[src/rtl/block_average_scaler_if.sv]
`default_nettype none
// ============================================================================
// block_average_scaler_if: control handshake plus source/destination buffer ports.
// Revision: 1.0
// ============================================================================
interface block_average_scaler_if #(
  parameter int ADDR_W = 16,
  parameter int PIX_W  = 8
);
  logic              start;
  logic              factor_sel;
  logic              busy;
  logic              done;
  logic              rd_en;
  logic [ADDR_W-1:0] rd_addr;
  logic [PIX_W-1:0]  rd_data;
  logic              wr_en;
  logic [ADDR_W-1:0] wr_addr;
  logic [PIX_W-1:0]  wr_data;

  modport master (
    input  start, factor_sel, rd_data,
    output busy, done, rd_en, rd_addr, wr_en, wr_addr, wr_data
  );

  modport slave (
    output start, factor_sel, rd_data,
    input  busy, done, rd_en, rd_addr, wr_en, wr_addr, wr_data
  );
endinterface
`default_nettype wire

[src/rtl/block_average_scaler.sv]
`default_nettype none
// ============================================================================
// block_average_scaler: 2x2 / 4x4 block-average frame downscaler.
// Revision: 1.0
// ============================================================================
module block_average_scaler #(
  parameter int IMG_W  = 160,
  parameter int IMG_H  = 120,
  parameter int PIX_W  = 8,
  parameter int ADDR_W = 16
) (
  input  logic                  clk,
  input  logic                  reset,
  block_average_scaler_if.master bus
);

  generate
    if ((IMG_W % 4) != 0) begin : g_chk_img_w
      $error("IMG_W must be a multiple of 4");
    end
    if ((IMG_H % 4) != 0) begin : g_chk_img_h
      $error("IMG_H must be a multiple of 4");
    end
    if ((64'd1 << ADDR_W) < (64'(IMG_W) * 64'(IMG_H))) begin : g_chk_addr_w
      $error("ADDR_W too narrow for IMG_W*IMG_H");
    end
  endgenerate

  // Address steps: within-block row wrap and block-row wrap, per factor
  localparam logic [ADDR_W-1:0] c_row_step2  = ADDR_W'(IMG_W - 1);
  localparam logic [ADDR_W-1:0] c_row_step4  = ADDR_W'(IMG_W - 3);
  localparam logic [ADDR_W-1:0] c_brow_step2 = ADDR_W'(IMG_W + 2);
  localparam logic [ADDR_W-1:0] c_brow_step4 = ADDR_W'(3 * IMG_W + 4);
  localparam logic [ADDR_W-1:0] c_ow2_m1     = ADDR_W'(IMG_W / 2 - 1);
  localparam logic [ADDR_W-1:0] c_ow4_m1     = ADDR_W'(IMG_W / 4 - 1);
  localparam logic [ADDR_W-1:0] c_n2_m1      = ADDR_W'((IMG_W * IMG_H) / 4 - 1);
  localparam logic [ADDR_W-1:0] c_n4_m1      = ADDR_W'((IMG_W * IMG_H) / 16 - 1);

  typedef enum logic [2:0] {
    S_IDLE  = 3'd0,
    S_READ  = 3'd1,
    S_WAIT  = 3'd2,
    S_WRITE = 3'd3,
    S_DONE  = 3'd4
  } state_t;

  state_t            r_state, w_state_nxt;
  logic              r_f4, w_f4_nxt;
  logic [1:0]        r_dx, r_dy, w_dx_nxt, w_dy_nxt;
  logic [ADDR_W-1:0] r_bx, w_bx_nxt;
  logic [ADDR_W-1:0] r_blk, w_blk_nxt;
  logic [ADDR_W-1:0] r_base, w_base_nxt;
  logic              r_rd_en, w_rd_en_nxt;
  logic [ADDR_W-1:0] r_rd_addr, w_rd_addr_nxt;
  logic              r_wr_en, w_wr_en_nxt;
  logic [ADDR_W-1:0] r_wr_addr, w_wr_addr_nxt;
  logic [PIX_W-1:0]  r_wr_data, w_wr_data_nxt;
  logic              r_busy, w_busy_nxt;
  logic              r_done, w_done_nxt;
  logic              r_rd_vld;
  logic [PIX_W+3:0]  r_acc, w_acc_sum;
  logic              w_acc_clr;

  logic [1:0]        w_fm1;
  logic [ADDR_W-1:0] w_row_step, w_brow_step, w_f_step, w_ow_m1, w_last_blk;

  assign w_fm1       = r_f4 ? 2'd3 : 2'd1;
  assign w_row_step  = r_f4 ? c_row_step4 : c_row_step2;
  assign w_brow_step = r_f4 ? c_brow_step4 : c_brow_step2;
  assign w_f_step    = r_f4 ? ADDR_W'(4) : ADDR_W'(2);
  assign w_ow_m1     = r_f4 ? c_ow4_m1 : c_ow2_m1;
  assign w_last_blk  = r_f4 ? c_n4_m1 : c_n2_m1;

  // Read data returns one cycle after its strobe
  assign w_acc_sum = r_acc + (r_rd_vld ? {4'd0, bus.rd_data} : '0);

  always_ff @(posedge clk) begin
    if (reset) begin
      r_state <= S_IDLE;
    end else begin
      r_state <= w_state_nxt;
    end
  end

  always_comb begin
    w_state_nxt   = r_state;
    w_f4_nxt      = r_f4;
    w_dx_nxt      = r_dx;
    w_dy_nxt      = r_dy;
    w_bx_nxt      = r_bx;
    w_blk_nxt     = r_blk;
    w_base_nxt    = r_base;
    w_rd_en_nxt   = 1'b0;
    w_rd_addr_nxt = r_rd_addr;
    w_wr_en_nxt   = 1'b0;
    w_wr_addr_nxt = r_wr_addr;
    w_wr_data_nxt = r_wr_data;
    w_acc_clr     = 1'b0;

    case (r_state)
      S_IDLE, S_DONE: begin
        if (bus.start) begin
          w_state_nxt   = S_READ;
          w_f4_nxt      = bus.factor_sel;
          w_dx_nxt      = 2'd0;
          w_dy_nxt      = 2'd0;
          w_bx_nxt      = '0;
          w_blk_nxt     = '0;
          w_base_nxt    = '0;
          w_rd_en_nxt   = 1'b1;
          w_rd_addr_nxt = '0;
          w_acc_clr     = 1'b1;
        end
      end

      S_READ: begin
        if (r_dx == w_fm1) begin
          if (r_dy == w_fm1) begin
            w_state_nxt = S_WAIT;
          end else begin
            w_dx_nxt      = 2'd0;
            w_dy_nxt      = r_dy + 2'd1;
            w_rd_en_nxt   = 1'b1;
            w_rd_addr_nxt = r_rd_addr + w_row_step;
          end
        end else begin
          w_dx_nxt      = r_dx + 2'd1;
          w_rd_en_nxt   = 1'b1;
          w_rd_addr_nxt = r_rd_addr + ADDR_W'(1);
        end
      end

      S_WAIT: begin
        w_state_nxt   = S_WRITE;
        w_wr_en_nxt   = 1'b1;
        w_wr_addr_nxt = r_blk;
        w_wr_data_nxt = PIX_W'(r_f4 ? (w_acc_sum >> 4) : (w_acc_sum >> 2));
      end

      S_WRITE: begin
        w_acc_clr = 1'b1;
        if (r_blk == w_last_blk) begin
          w_state_nxt = S_DONE;
        end else begin
          w_state_nxt = S_READ;
          w_blk_nxt   = r_blk + ADDR_W'(1);
          w_dx_nxt    = 2'd0;
          w_dy_nxt    = 2'd0;
          if (r_bx == w_ow_m1) begin
            w_bx_nxt   = '0;
            w_base_nxt = r_base + w_brow_step;
          end else begin
            w_bx_nxt   = r_bx + ADDR_W'(1);
            w_base_nxt = r_base + w_f_step;
          end
          w_rd_en_nxt   = 1'b1;
          w_rd_addr_nxt = w_base_nxt;
        end
      end

      default: begin
        w_state_nxt = S_IDLE;
      end
    endcase

    w_busy_nxt = (w_state_nxt == S_READ) || (w_state_nxt == S_WAIT) ||
                 (w_state_nxt == S_WRITE);
    w_done_nxt = (w_state_nxt == S_DONE);
  end

  always_ff @(posedge clk) begin
    if (reset) begin
      r_f4      <= 1'b0;
      r_dx      <= 2'd0;
      r_dy      <= 2'd0;
      r_bx      <= '0;
      r_blk     <= '0;
      r_base    <= '0;
      r_rd_en   <= 1'b0;
      r_rd_addr <= '0;
      r_wr_en   <= 1'b0;
      r_wr_addr <= '0;
      r_wr_data <= '0;
      r_busy    <= 1'b0;
      r_done    <= 1'b0;
      r_rd_vld  <= 1'b0;
      r_acc     <= '0;
    end else begin
      r_f4      <= w_f4_nxt;
      r_dx      <= w_dx_nxt;
      r_dy      <= w_dy_nxt;
      r_bx      <= w_bx_nxt;
      r_blk     <= w_blk_nxt;
      r_base    <= w_base_nxt;
      r_rd_en   <= w_rd_en_nxt;
      r_rd_addr <= w_rd_addr_nxt;
      r_wr_en   <= w_wr_en_nxt;
      r_wr_addr <= w_wr_addr_nxt;
      r_wr_data <= w_wr_data_nxt;
      r_busy    <= w_busy_nxt;
      r_done    <= w_done_nxt;
      r_rd_vld  <= r_rd_en;
      r_acc     <= w_acc_clr ? '0 : w_acc_sum;
    end
  end

  assign bus.rd_en   = r_rd_en;
  assign bus.rd_addr = r_rd_addr;
  assign bus.wr_en   = r_wr_en;
  assign bus.wr_addr = r_wr_addr;
  assign bus.wr_data = r_wr_data;
  assign bus.busy    = r_busy;
  assign bus.done    = r_done;

endmodule
`default_nettype wire

[src/flat_wrapper.sv]
// flat-port wrapper written by rule: the top's interface ports become plain ports
module block_average_scaler_flat 
#(
  parameter int IMG_W  = 160,
  parameter int IMG_H  = 120,
  parameter int PIX_W  = 8,
  parameter int ADDR_W = 16
)
  (clk, reset, bus_start, bus_factor_sel, bus_rd_data, bus_busy, bus_done, bus_rd_en, bus_rd_addr, bus_wr_en, bus_wr_addr, bus_wr_data);
  block_average_scaler_if #(.ADDR_W(ADDR_W), .PIX_W(PIX_W)) bus_i ();
  input  logic clk;
  input  logic reset;
  input wire logic [$bits(bus_i.start)-1:0] bus_start;
  input wire logic [$bits(bus_i.factor_sel)-1:0] bus_factor_sel;
  input wire logic [$bits(bus_i.rd_data)-1:0] bus_rd_data;
  output wire logic [$bits(bus_i.busy)-1:0] bus_busy;
  output wire logic [$bits(bus_i.done)-1:0] bus_done;
  output wire logic [$bits(bus_i.rd_en)-1:0] bus_rd_en;
  output wire logic [$bits(bus_i.rd_addr)-1:0] bus_rd_addr;
  output wire logic [$bits(bus_i.wr_en)-1:0] bus_wr_en;
  output wire logic [$bits(bus_i.wr_addr)-1:0] bus_wr_addr;
  output wire logic [$bits(bus_i.wr_data)-1:0] bus_wr_data;
  assign bus_i.start = bus_start;
  assign bus_i.factor_sel = bus_factor_sel;
  assign bus_i.rd_data = bus_rd_data;
  assign bus_busy = bus_i.busy;
  assign bus_done = bus_i.done;
  assign bus_rd_en = bus_i.rd_en;
  assign bus_rd_addr = bus_i.rd_addr;
  assign bus_wr_en = bus_i.wr_en;
  assign bus_wr_addr = bus_i.wr_addr;
  assign bus_wr_data = bus_i.wr_data;
  block_average_scaler #(.IMG_W(IMG_W), .IMG_H(IMG_H), .PIX_W(PIX_W), .ADDR_W(ADDR_W)) u_core (.clk(clk), .reset(reset), .bus(bus_i));
endmodule
[config.mk]
export PLATFORM = sky130hd
export DESIGN_NAME = block_average_scaler_flat
export DESIGN_NICKNAME = d
export VERILOG_FILES = /design/src/rtl/block_average_scaler_if.sv /design/src/rtl/block_average_scaler.sv /design/src/flat_wrapper.sv
export SDC_FILE = /design/constraint.sdc
export NUM_CORES = 1
export LEC_CHECK = 0
export CORE_ASPECT_RATIO = 1.2
export CORE_MARGIN = 2
export CORE_UTILIZATION = 60
export CTS_BUF_LIST = sky130_fd_sc_hd__clkbuf_4 sky130_fd_sc_hd__clkbuf_8 sky130_fd_sc_hd__clkbuf_16
export CTS_CLUSTER_DIAMETER = 120
export CTS_CLUSTER_SIZE = 25
export DETAILED_ROUTE_END_ITERATION = 8
export DONT_BUFFER_PORTS = 1
export PLACE_DENSITY = 0.85
export SKIP_LAST_GASP = 1
export SLEW_MARGIN = 5
export SYNTH_ARGS = -nofsm -noshare
export SYNTH_HDL_FRONTEND = slang
export SYNTH_SLANG_ARGS = --single-unit
[constraint.sdc]
create_clock -name clk -period 4.84 [get_ports clk]
set_input_delay 0.726 -clock clk [delete_from_list [all_inputs] [get_ports clk]]
set_output_delay 0.726 -clock clk [all_outputs]
set_load 0.05 [all_outputs]
* Word level (Yosys, flattened, before mapping)
Index checks and enable logic that the tools add are counted.
Widths: inputs -> output; s select.
** Word-level totals
- Register bits :: 113
- Input port bits :: 12
- Logic and storage cells :: 93
** Cells by class
- $add $sub $neg :: 9
- Equality and inequality tests :: 17
- Multiplexer cells :: 40
- Reductions and logical operators :: 11
** Operators by type and width (number)
- $mux 16 :: 8
- $pmux 16 s2 :: 3
- $add 16x1->16 const B :: 3
- $add 16x16->16 :: 3
- $pmux 16 s3 :: 1
- $eq 16x16->1 :: 2
- $mux 2 :: 8
- $mux 8 :: 2
- $mux 3 :: 5
- $mux 13 :: 1
- $add 12x8->12 :: 1
- $eq 3x2->1 const B :: 4
- $pmux 2 s3 :: 2
- $pmux 3 s4 :: 1
- $mux 9 :: 1
- $mux 7 :: 1
- $eq 3x1->1 const B :: 2
- $eq 3x3->1 const B :: 2
- $ne 2x2->1 const B :: 3
- $mux 1 :: 5
- $reduce_and 5->1 :: 1
- $add 2x1->2 const B :: 2
- $eq 2x2->1 :: 2
- $reduce_and 4->1 :: 1
- other kinds (11) :: 13

* Longest topological paths before layout
Gate-level depths: netlist (run 1).
- Depth in word-level cells :: 8
- Gate-level depth with buffers :: 11

* Worst setup path after synthesis (run 1)
OpenSTA, ideal clock, no wires.
- Path type :: reg2reg
- From :: reg u_core.r_f4
- To :: reg u_core.r_rd_addr[7] (netlist: u_core.bus.rd_addr[7])
- Arrival time :: 3.011 ns
- Setup slack :: 1.697 ns
- Stages on the path, launching flop included :: 10
- Buffers on the path :: 1
- Period minus slack after synthesis :: 3.143 ns
- Cell sequence :: dfxtp_1 buf_2 or4bb_1 a2111oi_0 ha_1 a41o_1 maj3_1 xor2_1 a221oi_1 nor3_1
** Between the ends
- Longest elaborated chain between the ends :: 5
- Elaborated cells between the ends (all ways) :: 21
- Those cells by class :: add/sub (3); eq/ne (6); mux (11); reduce/logical (1)
** Ends and longest elaborated chain
- start: declaration :: RTL line block_average_scaler.sv:48 : logic r_f4, w_f4_nxt;
- start signal: assignment :: RTL line block_average_scaler.sv:189 : r_f4 <= w_f4_nxt;
- $mux 3 (tied with other cells) :: RTL line block_average_scaler.sv:70 : assign w_f_step = r_f4 ? ADDR_W'(4) : ADDR_W'(2);
- $add 16x16->16 (tied with other cells) :: RTL line block_average_scaler.sv:154 : w_base_nxt = r_base + w_f_step;
- $mux 16 (on tied branches) :: RTL line block_average_scaler.sv:149, block_average_scaler.sv:118
- $mux 16 (on tied branches) :: RTL line block_average_scaler.sv:142, block_average_scaler.sv:117
- $pmux 16 s3 :: RTL line block_average_scaler.sv:100 : case (r_state)
- end signal: assignment :: RTL line block_average_scaler.sv:196 : r_rd_addr <= w_rd_addr_nxt;
- end: declaration :: RTL line block_average_scaler.sv:54 : logic [ADDR_W-1:0] r_rd_addr, w_rd_addr_nxt;
Parallel ways exist; a longest one is shown, timed or not. The select of a mux whose other input is x is not followed.
A chain may end at the register's enable or synchronous reset.

* Final worst setup path (run 1)
- From :: reg u_core.r_f4
- To :: reg u_core.r_rd_addr[11] (netlist: u_core.bus.rd_addr[11])
Same word-level chain as after synthesis.

==> summary.txt, run 1 <==
Status
  – Run status: completed

Place
  – Port Buffers: 0
  – Placement Setup Slack: 988 ps
  – Total half-perimeter wirelength after legalization and detailed placement: 11000 um
  – Final RePlAce weighted congestion: 0.933

Synthesis
  – Fraction of registers with async set or reset after synthesis: 0%
  – Count of distinct cell types in the synthesized netlist: 74
  – Number of flops mapped to enable cells by yosys: 0
  – Sequential-to-total area share from yosys stat: 35.3%
  – Commonest register cell after synthesis: dfxtp_1
  – Number of synthesized register bits: 112
  – Nets in the synthesized netlist: 829
  – Warnings, synthesis: 0
  – Count of mapped cells out of synthesis: 795
  – Post-synthesis cell area: 6350 um^2
  – Synthesized area per cell: 7.99 um^2

GRT
  – Maximum number of pins on one net before global-route repair: 61
  – Vias in the first global route: 5423
  – Wire length of the first global-routing pass: 25800 um
  – Remaining global-route overflow: 0
  – Antenna violations before repair: 0
  – Overall global routing resource usage: 27.2%

Routing
  – Post-detailed-route via-to-cell ratio: 6.57
  – Drc violations: 0
  – Number of iterations in the first detailed-routing pass: 5
  – WL final: 15800 um
  – Wire length per cell: 17.5 um
  – Via count: 5923
  – Number of nets still failing antenna checks after routing: 0
  – Starting DRT DRC Count: 498

Critical path
  – Worst path bufs/invs: 0
  – Path type of the worst setup path: reg -> reg
  – Critical path's slowest cell: dfxtp_1
  – Critical path data arrival time: 4130 ps
  – Maximum fanout count along the critical path: 21
  – Register-to-Register Path Depth: 8
  – Worst setup EP type: flop
  – FF-to-FF End: u_core.bus.rd_addr[11]
  – R2R Path Start: u_core.r_f4
  – Startpoint class of the critical path: flop
  – Critical path required time: 5070 ps
  – Cell family with the largest share of critical-path delay: compound AO/OA/AOI/OAI gates
  – Internal reg-to-reg setup slack: 940 ps
  – Cells along the critical path: nand4bb_1, a2111oi_0, ha_1, a41o_1, and3_1, o311ai_0, nand4b_1, nand3_1
  – Max stage delay on crit path: 870 ps

Timing
  – Accumulated negative setup slack: 0 ps
  – Actual slew at the worst max-slew pin: 1150 ps
  – Worst clock skew: 11.9 ps
  – Unrepaired setup endpoints after global routing: no
  – Period Utilization, post-route: 80.6%
  – Final worst path period need: 3900 ps
  – Min setup slack post-route: 941 ps
  – Worst rel slew slack: 23.1%
  – Fmax achieved: 256 MHz
  – Max Slew Vio Count: 0
  – Final setup violating endpoints: 0
  – Number of hold violations in the final report: 0

Floorplan
  – Die footprint: 11400 um^2
  – Io pins: 56
  – Initial core utilization: 61.0%
  – Core Footprint: 10400 um^2
  – FP Rows: 41
  – Height of the die: 117 um
  – Width of the die: 97.9 um

CTS
  – Number of CTS-inserted buffers: 9
  – Number of clock sinks seen by CTS: 112
  – Number of buffers inserted by hold repair at cts: 0
  – Worst-path clk slew: 80 ps
  – Deepest level of the CTS H-tree: 3
  – Clock tree from TritonCTS: done
  – Setup Fix Bufs, Post-CTS: 0
  – Maximum root-to-sink buffer count: 2
  – Clock insertion delay at the later pin of the skew report: 360 ps
  – Number of resized instances in the post-cts repair step: 0
  – Clock root buffer: clkbuf_16

Min path
  – Type of the worst min-delay path: in -> reg
  – Min-Delay Path Depth: 1
  – Endpoint, Worst Hold: u_core.r_base[11]
  – Worst Min Path Start: reset

Power and ir drop
  – Worst IR drop on VDD: 0.000186 V
  – Power density over cell area: 278 nW/um^2
  – Leakage power: 0.00240 uW

Layout
  – Inserted Diodes: 0
  – Proportion of layout cells with a drive suffix above 1: 5.17%
  – Layout Nets: 802
  – Fill count: 849
  – Synthesis-to-finish area growth: 5.22%

Flow run
  – Max-cap check violation count: 0
registers in the layout, summed over array words and instances, names as in the netlist:
| name | cells |
|---|---|
| u_core.bus.rd_addr | 16 |
| u_core.bus.wr_addr | 16 |
| u_core.r_blk | 16 |
| u_core.r_bx | 16 |
| u_core.r_base | 15 |
| u_core.r_acc | 12 |
| u_core.bus.wr_data | 8 |
| u_core.r_state | 3 |
| u_core.r_dx | 2 |
| u_core.r_dy | 2 |
| u_core.bus.busy | 1 |
| u_core.bus.done | 1 |
| u_core.bus.rd_en | 1 |
| u_core.bus.wr_en | 1 |
| u_core.r_f4 | 1 |
| u_core.r_rd_vld | 1 |
cells in the mapped netlist (13+ instances only):
| library cell | instances | area [um^2] |
|---|---|---|
| dfxtp_1 | 112 | 2240 |
| nand2_1 | 90 | 338 |
| a21oi_1 | 75 | 375 |
| nor2_1 | 75 | 282 |
| nand3_1 | 39 | 195 |
| o21ai_0 | 34 | 170 |
| xnor2_1 | 33 | 289 |
| clkbuf_1 | 31 | 116 |
| nor3_1 | 24 | 120 |
| a211oi_1 | 20 | 150 |
| ha_1 | 19 | 238 |
| inv_1 | 18 | 67.6 |
| and2_1 | 15 | 93.8 |
| and3_1 | 13 | 81.3 |
layout make-up:
| type | count | area (um^2) | area share (%) |
|---|---|---|---|
| clock buffers | 9 | 225 | 3.37 |
| well taps | 129 | 161 | 2.41 |
| repair buffers | 6 | 45.0 | 0.674 |
| flip-flops and latches | 112 | 2240 | 33.5 |
| clock inverters | 7 | 87.6 | 1.31 |
| inverters | 20 | 75.1 | 1.12 |
| multi-input cells | 619 | 3850 | 57.6 |
stage by stage:
stage	std cells	hold slack (ps)	power [uW]	util [%]	instance area, um^2
6_report	902	442	1860	64.2	6690
5_1_grt	902	443	1900	64.2	6690
4_1_cts	902	437	1850	64.2	6690
3_5_place_dp	886	443	1090	61.2	6370
3_3_place_gp	886	444	1090	61.2	6370
2_1_floorplan	795	436	1070	-	6350
power by group:
part | internal [uW] | switching [uW] | total, uW
Combinational | 36.0 | 81.5 | 118
Clock | 413 | 371 | 784
Sequential | 929 | 25.1 | 954
Total | 1380 | 477 | 1860
per-layer routing:
layer	global-route usage, %	vias up	wire, um
li1	-	2830	-
met1	34.5	2825	6680
met2	45.6	226	7720
met3	5.27	42	1040
met4	11.4	0	376
met5	0	-	0
kinds of logic after synthesis:
logic type	Yosys count	share of synthesized area, %
multiplexers	5	0.827
flip-flops	112	35.3
buffers and inverters	64	4.13
adder cells (fa/ha/maj)	24	5.00
AND/OR/NAND/NOR	329	26.3
XOR/XNOR	44	6.06
AO/OA/AOI/OAI	217	22.3
placed cells by master, fill, tap and decap left out, drive strengths merged, types with 9 or more instances in the layout:
cell	count
inv	20
nand3	39
a21o	12
a2111oi	11
a31oi	10
o211ai	13
nor3	25
dfxtp	112
and3	13
and2	15
a211oi	20
nand4	10
nor2	75
a21oi	76
xnor2	33
o21ai	37
ha	19
nand2	90
xor2	11
clkbuf	9
worst max path at each step:
stage	endpoint	slack (ps)	from	depth (start not counted)
2_1_floorplan	u_core.bus.rd_addr[7]	1700	u_core.r_f4	9
5_1_grt	u_core.bus.rd_addr[11]	720	u_core.r_f4	8
4_1_cts	u_core.bus.rd_addr[11]	970	u_core.r_f4	8
3_3_place_gp	u_core.bus.rd_addr[11]	1350	u_core.r_f4	8
3_5_place_dp	u_core.bus.rd_addr[11]	990	u_core.r_f4	8
6_report	u_core.bus.rd_addr[11]	940	u_core.r_f4	8
No activity file was read; power rests on OpenSTA's default activity.
==> run 2: changes to the inputs <==
==> constraint.sdc (replaced) <==
create_clock -name clk -period 4.05 [get_ports clk]
set_input_delay 0.6075 -clock clk [delete_from_list [all_inputs] [get_ports clk]]
set_output_delay 0.6075 -clock clk [all_outputs]
set_load 0.05 [all_outputs]
==> run 2 against run 1 <==
  * Via count increased by 1.5%
  * Wire length increased by 2.4%
  * Final area increased by 0.11%
  * Clock power increased by 14%
  * Sequential power increased by 19%
  * First-iteration DRC count increased by 21%
  * Clock-buffer cell count unchanged
  * Sequential cell count unchanged
  * Power increased by 17%
  * Critical path type unchanged
  * Highest routed layer unchanged
==> summary.txt, run 2 (same netlist as run 1, synthesis figures left out) <==
Place
  – Placement Setup Slack: 524 ps (-464 ps)
  – Total half-perimeter wirelength after legalization and detailed placement: 11500 um (+3.9%)
  – Port Buffers: 0 (unchanged)
  – Final RePlAce weighted congestion: 0.936 (+0.36%)

GRT
  – Wire length of the first global-routing pass: 26400 um (+2.6%)
  – Maximum number of pins on one net before global-route repair: 61 (unchanged)
  – Vias in the first global route: 5497 (+1.4%)
  – Antenna violations before repair: 0 (unchanged)
  – Overall global routing resource usage: 28.0% (+0.81 points)
  – Remaining global-route overflow: 0 (unchanged)

Timing
  – Unrepaired setup endpoints after global routing: no
  – Actual slew at the worst max-slew pin: 1230 ps (+80.8 ps)
  – Max Slew Vio Count: 0 (unchanged)
  – Final worst path period need: 3640 ps (-256 ps)
  – Fmax achieved: 275 MHz (+7.0%)
  – Worst clock skew: 12.3 ps (+0.387 ps)
  – Final setup violating endpoints: 0 (unchanged)
  – Min setup slack post-route: 408 ps (-534 ps)
  – Worst rel slew slack: 17.7% (-5.4 points)
  – Period Utilization, post-route: 89.9% (+9.4 points)
  – Accumulated negative setup slack: 0 ps (unchanged)
  – Number of hold violations in the final report: 0 (unchanged)

Critical path
  – Worst path bufs/invs: 0 (unchanged)
  – Path type of the worst setup path: reg -> reg
  – Max stage delay on crit path: 810 ps (-60 ps)
  – Startpoint class of the critical path: flop
  – Critical path required time: 4290 ps (-780 ps)
  – Critical path's slowest cell: a2111oi_0
  – Worst setup EP type: flop
  – Maximum fanout count along the critical path: 11 (-48%)
  – Cell family with the largest share of critical-path delay: compound AO/OA/AOI/OAI gates
  – Critical path data arrival time: 3880 ps (-250 ps)
  – Cells along the critical path: or4bb_1, a2111oi_0, ha_1, a41o_1, maj3_1, xor2_1, a221oi_1, nor3_1

Routing
  – WL final: 16200 um (+2.4%)
  – Via count: 6010 (+1.5%)
  – Number of iterations in the first detailed-routing pass: 5 (unchanged)
  – Wire length per cell: 17.9 um (+2.1%)
  – Starting DRT DRC Count: 604 (+21%)
  – Drc violations: 0 (unchanged)
  – Number of nets still failing antenna checks after routing: 0 (unchanged)
  – Post-detailed-route via-to-cell ratio: 6.64 (+1.1%)

Flow run
  – Max-cap check violation count: 0 (unchanged)

CTS
  – Clock insertion delay at the later pin of the skew report: 360 ps (about the same)
  – Worst-path clk slew: 80 ps (about the same)
  – Clock root buffer: clkbuf_16
  – Number of CTS-inserted buffers: 9 (unchanged)
  – Deepest level of the CTS H-tree: 3 (unchanged)
  – Number of clock sinks seen by CTS: 112 (unchanged)
  – Clock tree from TritonCTS: done
  – Setup Fix Bufs, Post-CTS: 0 (unchanged)
  – Maximum root-to-sink buffer count: 2 (unchanged)
  – Number of buffers inserted by hold repair at cts: 0 (unchanged)
  – Number of resized instances in the post-cts repair step: 0 (unchanged)

Layout
  – Proportion of layout cells with a drive suffix above 1: 5.54% (+0.37 points)
  – Util after Layout: 64.3% (+0.072 points)
  – Layout Nets: 805 (+0.37%)
  – Area used by sequential logic in the layout: 2240 um^2 (unchanged)
  – Synthesis-to-finish area growth: 5.34%
  – Most common library cell in the layout ignoring fill and taps: dfxtp_1
  – Total area of multi-input combinational cells: 3850 um^2 (unchanged)
  – Inserted Diodes: 0 (unchanged)
  – Fill count: 852 (+0.35%)
  – Commonest cells after routing, fill and taps aside: 112 x dfxtp_1, 90 x nand2_1, 75 x a21oi_1, 75 x nor2_1, 39 x nand3_1

Status
  – Run status: completed

Floorplan
  – Height of the die: 117 um (unchanged)
  – Core Footprint: 10400 um^2 (unchanged)
  – Io pins: 56 (unchanged)
  – Die footprint: 11400 um^2 (unchanged)
  – Initial core utilization: 61.0% (unchanged)
  – Width of the die: 97.9 um (unchanged)
  – FP Rows: 41 (unchanged)

Power and ir drop
  – Leakage power: 0.00240 uW (about the same)
  – Power density over cell area: 325 nW/um^2 (+17%)
  – Worst IR drop on VDD: 0.000179 V (-3.7%)

Min path
  – Type of the worst min-delay path: in -> reg
[run 2: report_power, final]
part | leakage, uW | switching [uW] | internal, uW
combinational | 0.00135 | 99.5 | 43.7
sequential | 0.000904 | 28.8 | 1110
clock | 0.000143 | 458 | 437
total | 0.00240 | 586 | 1590
[run 2: path summary, 6_finish.rpt]
check,endpoint,slack [ps],cells past startpoint,from
worst max-delay path,u_core.bus.rd_addr[7],410,8,u_core.r_f4
worst min-delay path,u_core.r_base[11],320,1,reset
worst max register to register,u_core.bus.rd_addr[7],410,8,u_core.r_f4
worst min register to register,u_core.r_base[5],460,2,u_core.r_base[5]
[run 2: stage by stage]
stage	total power (uW)	cells	area, um^2	hold WS, ps
detailed placement	1300	889	6400	451
global placement	1300	889	6400	443
CTS	2180	905	6690	312
floorplan	1280	795	6350	436
finish	2180	905	6690	318
global route	2240	905	6690	317
[run 2: cell type report]
class / instances / share of cell area (%)
Clock buffer: 9 / 3.36
Timing Repair Buffer: 9 / 1.01
Inverter: 20 / 1.12
Tap cell: 129 / 2.41
Multi-Input combinational cell: 619 / 57.5
Sequential cell: 112 / 33.5
Clock inverter: 7 / 1.08
[run 2: metal layers]
metal	global-route usage, %	vias to the layer above	share of wire [%]
met3	3.59	29	7.0
met1	36.0	2852	42
met2	47.9	279	49
li1	-	2850	-
met4	11.5	0	2.2
met5	0	-	0
==> run 3: changes to the inputs <==
--- a/config.mk
+++ b/config.mk
@@ -5,7 +5,7 @@
 export SDC_FILE = /design/constraint.sdc
 export NUM_CORES = 1
 export LEC_CHECK = 0
-export CORE_ASPECT_RATIO = 1.2
+export CORE_ASPECT_RATIO = 0.9
 export CORE_MARGIN = 2
 export CORE_UTILIZATION = 60
 export CTS_BUF_LIST = sky130_fd_sc_hd__clkbuf_4 sky130_fd_sc_hd__clkbuf_8 sky130_fd_sc_hd__clkbuf_16
==> run 3 against run 2 <==
  * Die area about the same
  * Clock power decreased by 0.8%
  * Sequential share of layout area about the same
  * Global-route usage increased by 0.18 points
  * Power decreased by 0.18%
  * Register-to-register slack improved by 60 ps
  * Critical endpoint is now u_core.r_base[12]
==> summary.txt, run 3 (same netlist as run 1, synthesis figures left out) <==
Flow run
  – Max-cap check violation count: 0 (unchanged)

Timing
  – Unrepaired setup endpoints after global routing: no
  – Number of hold violations in the final report: 0 (unchanged)
  – Final setup violating endpoints: 0 (unchanged)
  – Actual slew at the worst max-slew pin: 966 ps (-263 ps)
  – Fmax achieved: 279 MHz (+1.5%)
  – Worst rel slew slack: 33.9% (+16 points)
  – Period Utilization, post-route: 88.6% (-1.4 points)
  – Final worst path period need: 3590 ps (-55.2 ps)
  – Max Slew Vio Count: 0 (unchanged)
  – Accumulated negative setup slack: 0 ps (unchanged)
  – Worst clock skew: 8.83 ps (-3.42 ps)

Critical path
  – FF-to-FF End: u_core.r_base[12]
  – Internal reg-to-reg setup slack: 460 ps (+60 ps)
  – Startpoint class of the critical path: flop
  – Worst setup EP type: flop
  – Critical path data arrival time: 3810 ps (-70 ps)
  – Maximum fanout count along the critical path: 6 (-5)
  – R2R Path Start: u_core.r_bx[12]
  – Path type of the worst setup path: reg -> reg
  – Critical path required time: 4270 ps (-20 ps)
  – Register-to-Register Path Depth: 8 (unchanged)

CTS
  – Clock root buffer: clkbuf_16
  – Deepest level of the CTS H-tree: 3 (unchanged)
  – Number of clock sinks seen by CTS: 112 (unchanged)
  – Clock tree from TritonCTS: done
  – Number of buffers inserted by hold repair at cts: 0 (unchanged)
  – Setup Fix Bufs, Post-CTS: 0 (unchanged)
  – Worst-path clk slew: 80 ps (about the same)
  – Number of resized instances in the post-cts repair step: 0 (unchanged)
  – Clock insertion delay at the later pin of the skew report: 360 ps (about the same)
  – Maximum root-to-sink buffer count: 2 (unchanged)
  – Number of CTS-inserted buffers: 9 (unchanged)

Min path
  – Endpoint, Worst Hold: u_core.r_bx[1]
  – Worst Min Path Start: reset
  – Type of the worst min-delay path: in -> reg
  – Min-Delay Path Depth: 1 (unchanged)

Layout
  – Synthesis-to-finish area growth: 5.36% (about the same)
  – Proportion of layout cells with a drive suffix above 1: 5.54% (unchanged)
  – Fill count: 825 (-3.2%)
  – Commonest cells after routing, fill and taps aside: 112 x dfxtp_1, 90 x nand2_1, 75 x a21oi_1, 75 x nor2_1, 39 x nand3_1
  – Most common library cell in the layout ignoring fill and taps: dfxtp_1
  – Util after Layout: 65.1% (+0.78 points)
  – Area used by sequential logic in the layout: 2240 um^2 (unchanged)
  – Layout Nets: 805 (unchanged)
  – Inserted Diodes: 0 (unchanged)
  – Total area of multi-input combinational cells: 3850 um^2 (unchanged)

Power and ir drop
  – Worst IR drop on VDD: 0.000417 V (+130%)
  – Power density over cell area: 325 nW/um^2 (-0.20%)
  – Leakage power: 0.00240 uW (about the same)

Floorplan
  – Initial core utilization: 61.8% (+0.73 points)
  – Io pins: 56 (unchanged)
  – Core Footprint: 10300 um^2 (-1.2%)
  – FP Rows: 35 (-15%)
  – Die footprint: 11400 um^2 (about the same)
  – Width of the die: 112 um (+15%)
  – Height of the die: 102 um (-13%)

Status
  – Run status: completed

GRT
  – Wire length of the first global-routing pass: 26300 um (-0.55%)
  – GR Util met2: 46.7% (-1.1 points)
  – Antenna violations before repair: 0 (unchanged)
  – Most congested layer reported by global routing: met2
  – Overall global routing resource usage: 28.2% (+0.18 points)
  – Maximum number of pins on one net before global-route repair: 61 (unchanged)
  – Vias in the first global route: 5427 (-1.3%)
  – Met3 Resource Use GR: 5.63% (+2.0 points)
  – Remaining global-route overflow: 0 (unchanged)
  – Met1 Usage GRT: 37.2% (+1.2 points)

Routing
  – Via count: 5971 (-0.65%)
  – Number of iterations in the first detailed-routing pass: 5 (unchanged)
  – Number of nets still failing antenna checks after routing: 0 (unchanged)
  – Drc violations: 0 (unchanged)
  – WL final: 16000 um (-1.2%)
  – Post-detailed-route via-to-cell ratio: 6.60 (-0.65%)
  – Starting DRT DRC Count: 705 (+17%)
  – Wire length per cell: 17.7 um (-1.2%)

Place
  – Port Buffers: 0 (unchanged)
  – Total half-perimeter wirelength after legalization and detailed placement: 11300 um (-1.7%)
  – Final RePlAce weighted congestion: 0.940 (+0.38%)
## run 3: cell types whose count changed in the layout (fill, tap and decap cells not counted)
cell      previous run  this run
inv_8                2         1
clkinv_4             2         0
clkinv_2             0         1
clkinv_8             1         2
inv_6                1         2
## run 3: worst max-delay path by stage
stage                                         to             from  cells past startpoint
after CTS                 u_core.bus.rd_addr[12]  u_core.r_bx[12]                      8
after floorplan            u_core.bus.rd_addr[7]      u_core.r_f4                      9
after global routing           u_core.r_base[15]  u_core.r_bx[12]                      7
after global placement    u_core.bus.rd_addr[11]  u_core.r_bx[12]                      8
after detailed placement   u_core.bus.rd_addr[7]  u_core.r_bx[12]                      8
final                          u_core.r_base[12]  u_core.r_bx[12]                      8
## run 3: per-layer routing
layer	routed length [um]	vias to the layer above
li1	-	2845
met1	6860	2808
met2	7590	288
met3	1270	30
met4	278	0
met5	0	-
## run 3: final cells by class
| class | instances | area share, % |
|---|---|---|
| Inverter | 20 | 1.12 |
| Multi-Input combinational cell | 619 | 57.5 |
| Clock inverter | 7 | 1.10 |
| Timing Repair Buffer | 9 | 1.01 |
| Tap cell | 129 | 2.41 |
| Sequential cell | 112 | 33.5 |
| Clock buffer | 9 | 3.36 |
## run 3: power breakdown
| group | internal (uW) | switching, uW |
|---|---|---|
| sequential | 1110 | 26.5 |
| combinational | 45.0 | 103 |
| clock | 436 | 452 |
## run 3: per-stage QoR
stage	area [um^2]	std cells	power [uW]	setup slack [ps]	hold WS (ps)
3_5_place_dp	6400	889	1310	565	445
2_1_floorplan	6350	795	1280	907	436
4_1_cts	6700	905	2180	553	302
5_1_grt	6700	905	2240	20.2	299
3_3_place_gp	6400	889	1300	671	448
6_report	6700	905	2170	463	310
## run 3: worst max-delay path, stage by stage (launching register included)
cell       delay [ps]
dfxtp_1           360
or4_4             560
a2111oi_0         870
ha_1              430
a41o_1            310
a2bb2oi_1         360
a21oi_1           130
nor3_1            280
o21ai_0           140
